**src/rtl/benes_cfg_sequencer.sv**
```systemverilog
// Config sequencer for a 5-stage 8x8 Benes network: loads each stage's switch controls
// in lock-step with the data wavefront so every vector sees a single, consistent config.
module benes_cfg_sequencer #(
  parameter int unsigned STAGE_GAP = 2,
  parameter int unsigned PIPE_LAT  = 9
) (
  input  logic        clk,
  input  logic        rst_n,
  input  logic        cfg_valid,
  input  logic [19:0] cfg_data,
  output logic        cfg_ready,
  output logic [3:0]  switch_set [0:4],
  output logic        cfg_applied,
  input  logic        in_valid,
  output logic        out_valid,
  output logic        out_epoch,
  output logic        cur_epoch
);

  localparam int unsigned NumStages = 5;
  localparam int unsigned SkewLen   = 4 * STAGE_GAP;
  localparam int unsigned CntW      = $clog2(SkewLen + 1);
  localparam logic [CntW-1:0] LastCnt = CntW'(SkewLen - 1);

  typedef enum logic [0:0] {StIdle, StSkew} state_e;

  state_e            state_q, state_d;
  logic [CntW-1:0]   cnt_q, cnt_d;
  logic [19:0]       shadow_q;
  logic [3:0]        sw_q [NumStages];
  logic              epoch_q;
  logic              applied_q;
  logic              accept;
  logic              last_load;
  logic [NumStages-1:0] stage_load;
  logic [PIPE_LAT-1:0]  vld_q;
  logic [PIPE_LAT-1:0]  ep_q;

  // Next-state and handshake decode
  always_comb begin
    state_d   = state_q;
    cnt_d     = cnt_q;
    accept    = 1'b0;
    last_load = 1'b0;
    unique case (state_q)
      StIdle: begin
        if (cfg_valid) begin
          accept  = 1'b1;
          state_d = StSkew;
          cnt_d   = '0;
        end
      end
      StSkew: begin
        cnt_d = cnt_q + 1'b1;
        if (cnt_q == LastCnt) begin
          last_load = 1'b1;
          state_d   = StIdle;
          cnt_d     = '0;
        end
      end
      default: begin
        state_d = StIdle;
        cnt_d   = '0;
      end
    endcase
  end

  // Stage k loads STAGE_GAP*k edges after accept; stage 0 loads at accept itself.
  always_comb begin
    stage_load    = '0;
    stage_load[0] = accept;
    for (int k = 1; k < NumStages; k++) begin
      stage_load[k] = (state_q == StSkew) && (cnt_q == CntW'(STAGE_GAP * k - 1));
    end
  end

  always_ff @(posedge clk or negedge rst_n) begin
    if (!rst_n) begin
      state_q   <= StIdle;
      cnt_q     <= '0;
      shadow_q  <= '0;
      epoch_q   <= 1'b0;
      applied_q <= 1'b0;
    end else begin
      state_q   <= state_d;
      cnt_q     <= cnt_d;
      applied_q <= last_load;
      if (accept) begin
        shadow_q <= cfg_data;
        epoch_q  <= ~epoch_q;
      end
    end
  end

  always_ff @(posedge clk or negedge rst_n) begin
    if (!rst_n) begin
      for (int k = 0; k < NumStages; k++) begin
        sw_q[k] <= 4'h0;
      end
    end else begin
      if (stage_load[0]) begin
        sw_q[0] <= cfg_data[3:0];
      end
      for (int k = 1; k < NumStages; k++) begin
        if (stage_load[k]) begin
          sw_q[k] <= shadow_q[4*k +: 4];
        end
      end
    end
  end

  // Epoch is sampled before the accept edge toggles it, so a vector entering on the
  // accept edge is tagged (and routed) with the old config.
  always_ff @(posedge clk or negedge rst_n) begin
    if (!rst_n) begin
      vld_q <= '0;
      ep_q  <= '0;
    end else begin
      vld_q[0] <= in_valid;
      ep_q[0]  <= in_valid & epoch_q;
      for (int i = 1; i < PIPE_LAT; i++) begin
        vld_q[i] <= vld_q[i-1];
        ep_q[i]  <= ep_q[i-1];
      end
    end
  end

  always_comb begin
    for (int k = 0; k < NumStages; k++) begin
      switch_set[k] = sw_q[k];
    end
  end

  assign cfg_ready   = rst_n & (state_q == StIdle);
  assign cfg_applied = applied_q;
  assign cur_epoch   = epoch_q;
  assign out_valid   = vld_q[PIPE_LAT-1];
  assign out_epoch   = vld_q[PIPE_LAT-1] & ep_q[PIPE_LAT-1];

endmodule

```
**config.mk**
```make
export PLATFORM = sky130hd
export DESIGN_NAME = benes_cfg_sequencer
export DESIGN_NICKNAME = d
export VERILOG_FILES = /design/src/rtl/benes_cfg_sequencer.sv
export SDC_FILE = /design/constraint.sdc
export NUM_CORES = 1
export LEC_CHECK = 0
export ABC_AREA = 1
export CAP_MARGIN = 20
export CORE_MARGIN = 3
export CORE_UTILIZATION = 40
export DETAILED_ROUTE_END_ITERATION = 10
export GPL_TIMING_DRIVEN = 0
export PLACE_DENSITY = 0.65
export SYNTH_ARGS = -nofsm -noshare
export SYNTH_HDL_FRONTEND = slang
export SYNTH_SLANG_ARGS = --single-unit
```
**constraint.sdc**
```tcl
create_clock -name clk -period 1.31 [get_ports clk]
set_input_delay 0.262 -clock clk [delete_from_list [all_inputs] [get_ports clk]]
set_output_delay 0.262 -clock clk [all_outputs]
set_load 0.005 [all_outputs]
```
# == Word level (Yosys, flattened, before mapping) ==
# Index checks and enable logic that the tools add are counted.
# classes
n_addsub,1
n_mul,0
div,0
n_lt_le_gt_ge,0
eq_ne,5
shift,0
n_mux,9
bitwise_logic,5
n_reduce_logical,4
# op_table
op,n
"4-bit by 3-bit == test with 1-bit output, second input constant",2
4-bit two-way mux,2
4-bit case mux with 2 select lines,1
1-bit two-way mux,5
"4-bit by 1-bit adder with 4-bit output, second input constant",1
"4-bit by 1-bit == test with 1-bit output, second input constant",1
"4-bit by 2-bit == test with 1-bit output, second input constant",1
1-bit logical AND,4
1-bit AND,3
"2-bit != test, second input constant",1
1-bit NOT,2
1-bit case mux with 2 select lines,1
# totals
ff_bits,65
latchBits,0
mem_bits_rw,0
romBits,0
inputBits,24
output_inout_bits,25
wordCells,36
n_memories,0

# == Logic depth before layout (Yosys ltp) ==
# logic_depth
ltp_word,3
ltp_mapped,7
mapped_depth_nobuf,7

# == Least setup slack after synthesis ==
# OpenSTA, ideal clock, no wires.
# synth_timing
path_type,reg2reg
from,reg cnt_q[0]
to,reg sw_q (netlist bit switch_set[0])
setup_time_ns,0.116
t_arrival_ns,1.025
t_required_ns,1.194
path_slack_ns,0.169
path_stages_with_launch,8
path_buffers,0
period_less_slack_ns,1.141
cell_sequence,dfrtp_1 > ha_1 > nand2_1 > inv_2 > nand2_4 > clkinv_4 > nand2_1 > nand2_1
# synth_via
elab_chain_cells,2
# synth_lines
element,line,text
from (decl),28,"logic [CntW-1:0] cnt_q, cnt_d;"
from (signal assigned),86,cnt_q <= cnt_d;
4-bit by 3-bit == test with 1-bit output,73,stage_load[k] = (state_q == StSkew) && (cnt_q == CntW'(STAGE_GAP * k - 1));
1-bit logical AND,73,
"to (signal, indexed assignment)",106,sw_q[k] <= shadow_q[4*k +: 4];
to (decl),30,logic [3:0] sw_q [NumStages];
# Every way passes these cells.
# A chain may end at the register's enable or synchronous reset.

# == Worst setup path in the final report ==
# layout_timing
from,reg vld_q[8]
to,out out_epoch
# layout_via
elab_chain_cells,1
# layout_lines
element,line,text
from (decl),36,logic [PIPE_LAT-1:0] vld_q;
"from (signal, indexed assignment)",122,vld_q[i] <= vld_q[i-1];
1-bit AND,138,assign out_epoch = vld_q[PIPE_LAT-1] & ep_q[PIPE_LAT-1];
to (decl),16,"output logic out_epoch,"
# Every way passes these cells.

==> qor.yml <==
finish:
  final-instance-count-excl-fill: 360
  area_growth_pct: 39.13
  final_common_cell: "nand2_1"
  layout_common_cells: "77 x nand2_1, 59 x dfrtp_1, 28 x nand3_1"
  n_antenna_cell: 0
  drive_above_1_share_pct: 18.62
  nets: 313
  fillers: 473
timing:
  slew_headroom_pct: 73.51
  fin_crit_sh_pct: 96.06
  rsz0062_at_grt: "yes"
  setup_violations: 0
  hold_viol_final: 37
  fmax_ghz: 0.7946
  maxSlewViolCount: 0
  timing.final.ws_setup_ns: 0.05157
  min_period_ns: 1.258
  fin_hold_ws_ns: -0.06509
  worstMarginPinSlew_ns: 0.3974
  skew_ns: 0.005633
grt:
  grt_antenna_before_repair: 0
  overflow: 0
  grt_pass1_vias: 1532
  grt_max_degree: 27
  grt_pass1_wl_mm: 7.134
  grt.total_usage_pct: 14.91
power:
  power.density_nw_per_um2: 2028
  power.total_uw: 6352
  ir_drop_uv: 824.4
  p_leak_uw: 0.001671
setup_path:
  rrSetupSlack_ns: 0.08
  worstSetupEndpointType: "output port"
  critPathBufInv: 2
  startpoint_type: "flip-flop"
  cp_slowest_stage_delay_ns: 0.38
  cp_slowest_cell: "dfrtp_1"
  critPathArrivalTime_ns: 1.00
  crit_chain: "nand2_1 -> inv_1 -> clkdlybuf4s15_1"
  crit_family: "flip-flops"
  crit_required_ns: 1.05
  path_max_fanout: 2
  critPathKind: "reg -> out"
cts:
  clockRootBuffer: "clkbuf_8"
  cts_buffer_depth: 2
  clk_latency_ns: 0.32
  clk_transition_reported_paths_ns: 0.06
  cts_buffers: 9
  cts_max_level: 3
  cts_tree: "built"
  clock-sinks: 61
placement:
  gp_congestion: 0.6639
  preCtsSetupSlack_ns: -0.6938
  dp_cells: 335
  numPortBuffers: 47
  hpwlAfterDp_mm: 2.925
drt:
  viasPerCell: 4.489
  ant_nets: 0
  drt_iter0_drc: 93
  drt-wirelength-per-cell_um: 12.31
  drcViolationCount: 0
  firstDrtPassIters: 6
  vias: 1616
  finalWirelength_mm: 4.430
floorplan:
  rows: 26
  die_y_um: 81.02
  die_area_um2: 6563
  core-area_um2: 5270
  die_w_um: 81.02
  start_util_pct: 42.71
  num_io_pins: 49
synth:
  synth_area_um2: 2251
  avgSynthCellArea_um2: 10.37
  yosysWarnings: 0
  syn-num-nets: 243
  ys_ff_latch: 61
  synth_seq_area_share_pct: 67.82
  synth.distinct_cells: 21
  netlist_instances: 217
run:
  drv_cap: 0
min_path:
  hold_path_class: "in -> async"
run_status:
  violations: "hold timing"
  status: "finished with violations"
-- through the flow --
step	setup TNS [ns]	area, um2	utilization [%]
global route	-0.03855	3132	59.43
detailed placement	-0.6938	2824	53.59
global placement	-122.69	2809	53.30
finish	0	3132	59.43
CTS	0	3074	58.33
floorplan	0	2251	-
-- timing repair --
item	4_1_cts	5_1_grt
pin swaps	2	1
endpoints found under the hold margin	42	42
gates cloned	1	0
resized for setup	40	11
endpoints found under the setup margin	25	33
buffers inserted	6	1
-- path summary, 6_finish.rpt --
kind | endpoint | cells after the start | from
max reg2reg | switch_set[6] | 7 | cnt_q[0]
max | out_epoch | 3 | vld_q[8]
min | switch_set[9] | 3 | rst_n
max in group asynchronous | shadow_q[16] | 4 | rst_n
min in group clk | shadow_q[10] | 3 | cfg_valid
min reg2reg | ep_q[1] | 0 | ep_q[0]
-- layout make-up --
cell class | count | area [um2] | area share [%]
multi-input cells | 132 | 615.6 | 19.66
clock buffers | 12 | 155.1 | 4.954
flip-flops and latches | 61 | 1529 | 48.82
plain buffers | 9 | 66.31 | 2.117
clock inverters | 2 | 10.01 | 0.3196
repair buffers | 59 | 604.3 | 19.30
inverters | 15 | 63.81 | 2.038
well taps | 70 | 87.58 | 2.797
-- worst min-delay path, delay by kind of cell --
kind	cells	cell delay (ns)
buf+inv	3	0.33
-- flip-flops by register name, summed over array words and instances (netlist names) --
name / count
cfg_applied: 1
cnt_q: 4
cur_epoch: 1
ep_q: 9
shadow_q: 20
state_q: 1
switch_set: 16
vld_q: 9
-- synthesized netlist by cell type, drive strengths merged --
master / instances / share of area (%)
nand2: 81 / 14
dfrtp: 61 / 68
nand3: 28 / 6.2
inv: 14 / 2.3
buf: 8 / 2.7
nor2: 8 / 2.0
o21ai: 7 / 1.7
a21oi: 4 / 0.89
ha: 2 / 1.1
clkbuf: 1 / 0.17
clkinv: 1 / 0.39
nand4: 1 / 0.28
xnor2: 1 / 0.39
-- report_power, final --
group | switching (uW) | internal (uW)
logic | 1030 | 976
registers | 373 | 2570
clock network | 640 | 762
total | 2050 | 4300
-- kinds of logic after synthesis --
family	share of synthesized area [%]
flip-flops	67.82
AO/OA/AOI/OAI	2.613
buffers and inverters	5.614
AND/OR/NAND/NOR	22.46
adder cells (fa/ha/maj)	1.112
XOR/XNOR	0.3892
-- routing by layer --
metal	routed length (um)	vias to the layer above	GRT usage, %	part of all wire (%)
li1	-	826	-	-
met3	218	7	5.654	4.9
met2	2158	30	22.82	49
met4	65	0	6.588	1.5
met1	1988	753	18.85	45
met5	0	-	0	0
Note: power is estimated with default switching activity, not from simulation.
